[src/rtl/imem_load_arbiter_if.sv]
// Loader-side handshake bundle for imem_load_arbiter (master = loader, slave = arbiter).
// IMEM_LD_CHECKSUM_EN adds the ld_csum return signal.
interface imem_load_arbiter_if #(
    parameter int ADDR_W = 10
);
    logic              ld_start;
    logic [ADDR_W-1:0] ld_base;
    logic [ADDR_W:0]   ld_count;
    logic              ld_valid;
    logic [31:0]       ld_data;
    logic              ld_ready;
    logic              ld_busy;
    logic              ld_done;
    logic              ld_err;
`ifdef IMEM_LD_CHECKSUM_EN
    logic [31:0]       ld_csum;

    modport master (
        output ld_start, ld_base, ld_count, ld_valid, ld_data,
        input  ld_ready, ld_busy, ld_done, ld_err, ld_csum
    );
    modport slave (
        input  ld_start, ld_base, ld_count, ld_valid, ld_data,
        output ld_ready, ld_busy, ld_done, ld_err, ld_csum
    );
`else
    modport master (
        output ld_start, ld_base, ld_count, ld_valid, ld_data,
        input  ld_ready, ld_busy, ld_done, ld_err
    );
    modport slave (
        input  ld_start, ld_base, ld_count, ld_valid, ld_data,
        output ld_ready, ld_busy, ld_done, ld_err
    );
`endif
endinterface

[src/rtl/imem_load_arbiter.sv]
// Purpose: shares the instruction-memory port between CPU fetch and a program loader; optional IMEM_LD_CHECKSUM_EN.
// Latency: CPU fetch is a zero-cycle passthrough in RUN; each accepted loader word is written in its handshake cycle.
// Backpressure: ld_ready is high for the whole LOAD phase; the loader may hold ld_valid low indefinitely.
module imem_load_arbiter #(
    parameter int          ADDR_W   = 10,
    parameter int          DEPTH    = 1024,
    parameter int          HOLD_CYC = 4,
    parameter logic [31:0] NOP_WORD = 32'h00000013
) (
    input  logic              clk,
    input  logic              rst,
    input  logic [31:0]       cpu_pc,
    output logic [31:0]       cpu_instr,
    output logic              cpu_stall,
    output logic              cpu_rst_o,
    imem_load_arbiter_if.slave ld,
    output logic [ADDR_W-1:0] mem_addr,
    output logic              mem_we,
    output logic [31:0]       mem_wdata,
    input  logic [31:0]       mem_rdata
);
    localparam int HOLD_W = $clog2(HOLD_CYC + 1);

    typedef enum logic [1:0] {
        S_RUN,
        S_LOAD,
        S_HOLD
    } state_t;

    state_t            state;
    logic [ADDR_W-1:0] wptr;
    logic [ADDR_W:0]   remaining;
    logic [HOLD_W-1:0] hold_cnt;
    logic              ld_err_q;
    logic              ld_done_q;
    logic              hs;
    logic [ADDR_W-1:0] wptr_nxt;
    logic [ADDR_W-1:0] pc_idx;

    assign pc_idx   = cpu_pc[ADDR_W+1:2];
    assign hs       = (state == S_LOAD) && ld.ld_valid;
    // Explicit wrap keeps the pointer legal even if DEPTH is not a power of two.
    assign wptr_nxt = (wptr == ADDR_W'(DEPTH - 1)) ? '0 : wptr + ADDR_W'(1);

    wire unused_pc = ^{cpu_pc[31:ADDR_W+2], cpu_pc[1:0]};

`ifdef IMEM_LD_CHECKSUM_EN
    logic [31:0] csum;
    assign ld.ld_csum = csum;
`endif

    always_ff @(posedge clk or posedge rst) begin
        if (rst) begin
            state     <= S_RUN;
            wptr      <= '0;
            remaining <= '0;
            hold_cnt  <= '0;
            ld_err_q  <= 1'b0;
            ld_done_q <= 1'b0;
`ifdef IMEM_LD_CHECKSUM_EN
            csum      <= '0;
`endif
        end else begin
            ld_done_q <= 1'b0;
            case (state)
                S_RUN: begin
                    if (ld.ld_start) begin
                        ld_err_q <= 1'b0;
`ifdef IMEM_LD_CHECKSUM_EN
                        csum     <= '0;
`endif
                        if (ld.ld_count == '0) begin
                            ld_done_q <= 1'b1;
                        end else begin
                            wptr      <= ld.ld_base;
                            remaining <= ld.ld_count;
                            state     <= S_LOAD;
                        end
                    end
                end
                S_LOAD: begin
                    if (ld.ld_start) ld_err_q <= 1'b1;
                    if (hs) begin
                        wptr      <= wptr_nxt;
                        remaining <= remaining - (ADDR_W + 1)'(1);
`ifdef IMEM_LD_CHECKSUM_EN
                        csum      <= csum + ld.ld_data;
`endif
                        if (remaining == (ADDR_W + 1)'(1)) begin
                            state    <= S_HOLD;
                            hold_cnt <= HOLD_W'(HOLD_CYC);
                        end
                    end
                end
                S_HOLD: begin
                    if (ld.ld_start) ld_err_q <= 1'b1;
                    // Last hold cycle: done pulses in the first RUN cycle.
                    if (hold_cnt == HOLD_W'(1)) begin
                        state     <= S_RUN;
                        hold_cnt  <= '0;
                        ld_done_q <= 1'b1;
                    end else begin
                        hold_cnt <= hold_cnt - HOLD_W'(1);
                    end
                end
                default: state <= S_RUN;
            endcase
        end
    end

    assign cpu_instr   = (state == S_RUN) ? mem_rdata : NOP_WORD;
    assign cpu_stall   = (state != S_RUN);
    assign cpu_rst_o   = (state == S_HOLD);
    assign mem_addr    = (state == S_LOAD) ? wptr : pc_idx;
    assign mem_we      = hs;
    assign mem_wdata   = ld.ld_data;
    assign ld.ld_ready = (state == S_LOAD);
    assign ld.ld_busy  = (state != S_RUN);
    assign ld.ld_done  = ld_done_q;
    assign ld.ld_err   = ld_err_q;
endmodule

[src/flat_wrapper.sv]
// flat-port wrapper written by rule: the top's interface ports become plain ports
module imem_load_arbiter_flat 
#(
    parameter int          ADDR_W   = 10,
    parameter int          DEPTH    = 1024,
    parameter int          HOLD_CYC = 4,
    parameter logic [31:0] NOP_WORD = 32'h00000013
)
  (clk, rst, cpu_pc, cpu_instr, cpu_stall, cpu_rst_o, mem_addr, mem_we, mem_wdata, mem_rdata, ld_ld_start, ld_ld_base, ld_ld_count, ld_ld_valid, ld_ld_data, ld_ld_ready, ld_ld_busy, ld_ld_done, ld_ld_err);
  imem_load_arbiter_if #(.ADDR_W(ADDR_W)) ld_i ();
  input  logic clk;
  input  logic rst;
  input  logic [31:0] cpu_pc;
  output logic [31:0] cpu_instr;
  output logic cpu_stall;
  output logic cpu_rst_o;
  output logic [ADDR_W-1:0] mem_addr;
  output logic mem_we;
  output logic [31:0] mem_wdata;
  input  logic [31:0] mem_rdata;
  input wire logic [$bits(ld_i.ld_start)-1:0] ld_ld_start;
  input wire logic [$bits(ld_i.ld_base)-1:0] ld_ld_base;
  input wire logic [$bits(ld_i.ld_count)-1:0] ld_ld_count;
  input wire logic [$bits(ld_i.ld_valid)-1:0] ld_ld_valid;
  input wire logic [$bits(ld_i.ld_data)-1:0] ld_ld_data;
  output wire logic [$bits(ld_i.ld_ready)-1:0] ld_ld_ready;
  output wire logic [$bits(ld_i.ld_busy)-1:0] ld_ld_busy;
  output wire logic [$bits(ld_i.ld_done)-1:0] ld_ld_done;
  output wire logic [$bits(ld_i.ld_err)-1:0] ld_ld_err;
  assign ld_i.ld_start = ld_ld_start;
  assign ld_i.ld_base = ld_ld_base;
  assign ld_i.ld_count = ld_ld_count;
  assign ld_i.ld_valid = ld_ld_valid;
  assign ld_i.ld_data = ld_ld_data;
  assign ld_ld_ready = ld_i.ld_ready;
  assign ld_ld_busy = ld_i.ld_busy;
  assign ld_ld_done = ld_i.ld_done;
  assign ld_ld_err = ld_i.ld_err;
  imem_load_arbiter #(.ADDR_W(ADDR_W), .DEPTH(DEPTH), .HOLD_CYC(HOLD_CYC), .NOP_WORD(NOP_WORD)) u_core (.clk(clk), .rst(rst), .cpu_pc(cpu_pc), .cpu_instr(cpu_instr), .cpu_stall(cpu_stall), .cpu_rst_o(cpu_rst_o), .ld(ld_i), .mem_addr(mem_addr), .mem_we(mem_we), .mem_wdata(mem_wdata), .mem_rdata(mem_rdata));
endmodule
[config.mk]
export PLATFORM = sky130hd
export DESIGN_NAME = imem_load_arbiter_flat
export DESIGN_NICKNAME = d
export VERILOG_FILES = /design/src/rtl/imem_load_arbiter_if.sv /design/src/rtl/imem_load_arbiter.sv /design/src/flat_wrapper.sv
export SDC_FILE = /design/constraint.sdc
export NUM_CORES = 1
export LEC_CHECK = 0
export BUFFER_PORTS_ARGS = -buffer_cell sky130_fd_sc_hd__clkbuf_2
export CAP_MARGIN = 25
export CORE_UTILIZATION = 41
export CTS_BUF_LIST = sky130_fd_sc_hd__clkbuf_4 sky130_fd_sc_hd__clkbuf_8
export DETAILED_ROUTE_END_ITERATION = 7
export PLACE_DENSITY = 0.92
export SKIP_LAST_GASP = 1
export SLEW_MARGIN = 20
export SYNTH_ARGS = -nofsm -noshare
export SYNTH_HDL_FRONTEND = slang
export SYNTH_SLANG_ARGS = --single-unit
[constraint.sdc]
create_clock -name clk -period 3 [get_ports clk]
set_clock_uncertainty 0.1 [all_clocks]
set_input_delay 0.3 -clock clk [delete_from_list [all_inputs] [get_ports clk]]
set_output_delay 0.3 -clock clk [all_outputs]
set_load 0.02 [all_outputs]
==> results.json, run 1 <==
{
  "status": "finished clean",
  "drt_wl_total_um": 7100,
  "area_growth_pct": 19.2,
  "synth.largest_area_cell": "dfrtp_1",
  "drv_slew": 0,
  "antenna_found_initial": 0,
  "hold_viol_final": 0,
  "clk_path_buf_depth": 2,
  "seqCellArea_um2": 701,
  "layout-drive-gt1-share_pct": 39.4,
  "synth_flop_cell": "dfrtp_1",
  "ios": 202,
  "cts_buffers": 3,
  "synth-compound-area-share_pct": 20.7,
  "place_hpwl_um": 5440,
  "multi_input_area_um2": 1420,
  "synth_nets": 432,
  "seqPwrFrac_pct": 23.8,
  "initialDrtViolationCount": 204,
  "grt-ovfl-total": 0,
  "synth_top_area_share_pct": 27.6,
  "clk_pin_slew_ps": 110,
  "ant_nets": 0,
  "powerDensity_nw_per_um2": 1090,
  "yosys_register_bits": 28,
  "synth-edff-count": 0,
  "use_met2_pct": 40.5,
  "tightest_slew_ps": 633,
  "insertion_delay_ps": 290,
  "pwr-share-clk_pct": 9.6,
  "via_per_inst": 5.59,
  "internal_power_mw": 1.62,
  "grt_usage_pct": 21.1,
  "grt_max_degree": 46,
  "path_class": "reg2out",
  "net-switching-power_mw": 1.67,
  "synth_area_leaders": "dfrtp_1, buf_4, and2_1",
  "first_global_vias": 2202,
  "fin_ws_ps": 602,
  "grt_use_met3_pct": 3.18,
  "die_h_um": 80.7,
  "holdCritPathClass": "in2reg",
  "worst_setup_path_start_kind": "register",
  "fin_setup_tns_ps": 0,
  "synth_cells": 301,
  "cts_tree": "built",
  "synthSimpleGateAreaFrac_pct": 23.5,
  "swShare_pct": 50.8,
  "synth_xor_area_share_pct": 0,
  "avgSynthCellArea_um2": 8.44,
  "synth_cell_type_count": 51,
  "nNetsFinal": 508,
  "pwr-share-comb_pct": 66.6,
  "synthArstFlopShare_pct": 100,
  "worstPathMaxFanout": 45,
  "yosysSeqAreaShare_pct": 27.6,
  "antennaDiodeCount": 0,
  "n_fill_cell": 557,
  "ir_drop_uv": 602,
  "timing.hold.ws_ps": 180,
  "crit_path_end_kind": "primary output",
  "coreArea_um2": 5960,
  "cts_sinks": 28,
  "row_count": 28,
  "grt-busiest-layer": "met2",
  "io_buffer_count": 115,
  "root_buffer": "clkbuf_8",
  "rsz0062_at_grt": "false",
  "vias": 2522,
  "synth_top_family_by_area": "simple AND/OR/NAND/NOR gates",
  "start_util_pct": 42.7,
  "die_x_um": 80.7,
  "layout_min_cycle_time_ps": 2400,
  "post_drt_wl_per_cell_um": 15.7,
  "grtUsageMet1_pct": 24.3,
  "yosysWarnings": 0,
  "fmax_mhz": 417,
  "grt_pass1_wl_um": 10600,
  "muxShareOfSynthArea_pct": 6.70,
  "place.gp.congestion": 0.869,
  "setup_violations": 0,
  "required_ps": 2600,
  "htree_num_levels": 1,
  "pre_cts_slack_ps": 688,
  "drt-pass1-iter-count": 4,
  "fin_crit_sh_pct": 79.9,
  "cp.arrival_ps": 2000,
  "maxCapViolCount": 0,
  "utilization_pct": 50.8,
  "slew-limit-headroom_pct": 57.4,
  "fp.dieArea_um2": 6520,
  "synth_fa_ha_area_share_pct": 4.92,
  "p_leak_nw": 1.49,
  "synth_area_um2": 2540,
  "drcViolationCount": 0
}
state kept, by name, indices dropped and copies added (netlist names):
name               flops
u_core.ld.ld_done      1
u_core.state           2
u_core.wptr           10
u_core.ld.ld_err       1
u_core.remaining      11
u_core.hold_cnt        3
stage by stage:
step                      area [um2]  std cells  power, mW
after CTS                       3030        451       3.29
after global placement          2920        445       2.86
after detailed placement        2950        446       2.97
after floorplan                 2540        301       2.45
final                           3030        451       3.29
after global routing            3030        451       3.54
final cells by class:
cell class	instances	area share (%)
flip-flops and latches	28	23.1
well taps	75	3.10
repair buffers	123	21.7
multi-input cells	198	46.8
clock inverters	1	0.992
inverters	23	2.85
clock buffers	3	1.36
routing by layer:
metal | share of wire, % | routed length, um
met1 | 38 | 2670
met2 | 53 | 3750
met3 | 8.4 | 594
met4 | 1.2 | 85
met5 | 0 | 0
power by group through the flow:
stage	clock, mW	sequential, mW	combinational [mW]
2_1_floorplan	0	0.727	1.73
3_3_place_gp	0	0.763	2.09
3_5_place_dp	0	0.781	2.19
4_1_cts	0.319	0.774	2.19
5_1_grt	0.329	0.808	2.40
6_report	0.316	0.784	2.19
cell families (layout without fill, tap and decap cells):
kind of cell	Yosys count	after routing
adder cells (fa/ha/maj)	10	10
flip-flops	28	28
AO/OA/AOI/OAI	71	71
AND/OR/NAND/NOR	102	102
multiplexers	15	15
buffers and inverters	75	150
cell usage after synthesis, types with 2 or more instances:
| cell type | count |
|---|---|
| a21o_1 | 2 |
| a21oi_1 | 11 |
| a22o_1 | 3 |
| a31oi_1 | 7 |
| a41oi_1 | 5 |
| and2_1 | 30 |
| and3_1 | 4 |
| and4_1 | 2 |
| buf_2 | 5 |
| buf_4 | 34 |
| clkbuf_1 | 11 |
| dfrtp_1 | 28 |
| ha_1 | 10 |
| inv_1 | 23 |
| mux2_2 | 12 |
| mux2i_1 | 2 |
| nand2_1 | 10 |
| nand2b_1 | 5 |
| nand3_1 | 14 |
| nand4_1 | 2 |
| nor2_1 | 9 |
| nor2b_1 | 3 |
| nor3_1 | 6 |
| nor4_1 | 5 |
| o211ai_1 | 9 |
| o21ai_0 | 9 |
| o22ai_1 | 3 |
| o2bb2ai_1 | 7 |
| o31ai_1 | 4 |
| o41ai_1 | 2 |
| or3_1 | 2 |
| or3_2 | 2 |
| or4_1 | 2 |
timing repair:
item / 4_1_cts / 5_1_grt
hold buffers: 1 / 0
resized for setup: 0 / 0
setup buffers: 0 / 0
endpoints found under the hold margin: 11 / 0
worst max-delay path, cell delays in order, from the launching register on:
cell and delay, ps:
dfrtp_1 410, inv_1 120, ha_1 200, buf_4 410, mux2_2 390, clkbuf_2 150
cell usage in the layout, fill, tap and decap left out, types with 3 or more instances in the layout:
master	instances
a21oi_1	11
a22o_1	3
a31oi_1	7
a41oi_1	5
and2_1	30
and3_1	4
buf_4	6
clkbuf_2	115
clkbuf_8	3
dfrtp_1	28
ha_1	10
inv_1	23
mux2_2	12
nand2_1	10
nand2b_1	5
nand3_1	14
nor2_1	9
nor2b_1	3
nor3_1	6
nor4_1	5
o211ai_1	9
o21ai_0	9
o22ai_1	3
o2bb2ai_1	7
o31ai_1	4
worst paths after layout:
kind | startpoint | endpoint | slack, ps | depth (start not counted)
max reg2reg | u_core.state[0] | u_core.remaining[6] | 660 | 7
max | u_core.state[1] | mem_addr[3] | 600 | 5
max in group asynchronous | rst | u_core.wptr[3] | 1840 | 4
min in group asynchronous | rst | u_core.state[0] | 470 | 3
min reg2reg | u_core.remaining[9] | u_core.remaining[9] | 420 | 1
min | ld_ld_start | u_core.ld.ld_err | 180 | 2
Note: power is estimated with default switching activity, not from simulation.
==> inputs of run 2 (changes only) <==
Clock period 3 ns to 2.25 ns, I/O delays scaled along.
==> run 2 against run 1 <==
Against the previous run: final cell count rose by 0.89%; via count grew 4.1%; total power is 35% higher; utilization up 0.38 points; count of clock-buffer cells in the layout grew 1; sequential cell count unchanged; critical path depth is the same; design area up 0.74%; global-route usage shrank 0.92 points; largest power group unchanged; hold slack worse by 52 ps; clock power increased by 3%; first-iteration DRC count up 38%.
==> results.json, run 2 (same netlist as run 1, synthesis figures left out) <==
{
  "total_power_mw": 4.43,
  "hold_depth": 3,
  "drt-pass1-iter-count": 5,
  "coreArea_um2": 5960,
  "min_to": "u_core.wptr[3]",
  "top_regs": "u_core.remaining (11), u_core.wptr (10), u_core.hold_cnt (3)",
  "n_fill_cell": 543,
  "final_area_um2": 3050,
  "cts_tree": "built",
  "p_leak_nw": 1.50,
  "layout.cells.most_common": "clkbuf_2",
  "path_class": "reg2out",
  "mostFrequentLayoutCells": "clkbuf_2, and2_1, dfrtp_1",
  "layout-drive-gt1-share_pct": 40.3,
  "root_buffer": "clkbuf_8",
  "drcViolationCount": 0,
  "place.gp.congestion": 0.833,
  "grt-ovfl-total": 0,
  "fmax_mhz": 464,
  "nNetsFinal": 512,
  "clk_path_buf_depth": 2,
  "fin_crit_sh_pct": 95.8,
  "vias": 2625,
  "ant_nets": 0,
  "grt_pass1_wl_um": 10400,
  "maxCapViolCount": 0,
  "area_growth_pct": 20.0,
  "utilization_pct": 51.2,
  "crit_path_end_kind": "primary output",
  "required_ps": 1920,
  "drv_slew": 0,
  "top_register": "u_core.remaining",
  "reg2reg_to": "u_core.remaining[2]",
  "first_global_vias": 2343,
  "cp.arrival_ps": 1830,
  "placed_area_um2": 2970,
  "clk_pin_slew_ps": 100,
  "htree_num_levels": 1,
  "layout_min_cycle_time_ps": 2160,
  "largest_reg_flops": 11,
  "drt_wl_total_um": 6910,
  "grt_max_degree": 36,
  "antenna_found_initial": 0,
  "ir_drop_uv": 548,
  "powerDensity_nw_per_um2": 1450,
  "initialDrtViolationCount": 282,
  "insertion_delay_ps": 270,
  "die_h_um": 80.7,
  "fp.dieArea_um2": 6520,
  "start_util_pct": 42.7,
  "antennaDiodeCount": 0,
  "cts_sinks": 28,
  "holdCritPathClass": "in2reg",
  "die_x_um": 80.7,
  "io_buffer_count": 115,
  "place_hpwl_um": 5230,
  "setup_violations": 0,
  "fin_setup_tns_ps": 0,
  "worst_setup_path_start_kind": "register",
  "r2r_start": "u_core.state[0]",
  "post_drt_wl_per_cell_um": 15.2,
  "rr_worst_depth": 7,
  "grt_usage_pct": 20.2,
  "hold_viol_final": 0,
  "min-delay-start": "ld_ld_base[3]",
  "via_per_inst": 5.77,
  "rrSetupSlack_ps": 100,
  "ios": 202,
  "tightest_slew_ps": 538,
  "worstPathMaxFanout": 35,
  "rsz0062_at_grt": "false",
  "slew-limit-headroom_pct": 63.8,
  "row_count": 28,
  "status": "finished clean",
  "cts_buffers": 3
}
run 2: cell count changes in the layout (fill, tap and decap cells not counted), sizes merged:
cell	change
buf	+4
bufinv	-1
clkbuf	+1
run 2: what timing repair did:
action                     4_1_cts  5_1_grt
gates resized for setup          1        4
hold endpoints to repair        28        0
buffers inserted                 0        0
gates cloned                     0        0
setup endpoints to repair        8       11
hold buffers                     1        0
run 2: how the worst max path moves through the flow:
stage | from | endpoint | cells after the start
2_1_floorplan | u_core.state[1] | u_core.wptr[0] | 8
3_3_place_gp | u_core.remaining[0] | u_core.remaining[10] | 6
3_5_place_dp | u_core.remaining[0] | u_core.remaining[10] | 6
4_1_cts | u_core.state[1] | mem_addr[8] | 5
5_1_grt | u_core.state[1] | mem_addr[1] | 5
6_report | u_core.state[1] | mem_addr[8] | 5
run 2: layer usage:
| metal | GRT usage [%] | vias up | wire length, um |
|---|---|---|---|
| met4 | 6.61 | 0 | 106 |
| li1 | - | 1202 | - |
| met1 | 23.5 | 1220 | 2540 |
| met5 | 0 | - | 0 |
| met2 | 38.1 | 187 | 3630 |
| met3 | 2.16 | 16 | 628 |
run 2: report_power, final:
group / switching (mW) / internal (mW)
sequential: 0.274 / 0.756
combinational: 1.81 / 1.26
clock: 0.167 / 0.157
total: 2.25 / 2.17
run 2: cell type report:
class | count | area (um2) | area share, %
Tap cell | 75 | 93.8 | 3.08
Sequential cell | 28 | 701 | 23.0
Timing Repair Buffer | 127 | 684 | 22.4
Multi-Input combinational cell | 198 | 1430 | 46.9
Clock buffer | 4 | 55.1 | 1.80
Inverter | 23 | 86.3 | 2.83
run 2: worst max-delay path: stages, from the launching register on:
cell	delay, ps
dfrtp_1	400
inv_1	130
ha_2	290
buf_12	210
mux2_2	350
clkbuf_2	150
run 2: metrics by stage:
step / setup slack (ps) / hold WS [ps] / cells
detailed placement: 94.6 / 200 / 450
floorplan: 30.2 / 190 / 301
global route: 1.34 / 139 / 455
global placement: 174 / 198 / 450
finish: 94.4 / 128 / 455
CTS: 35.0 / 129 / 455
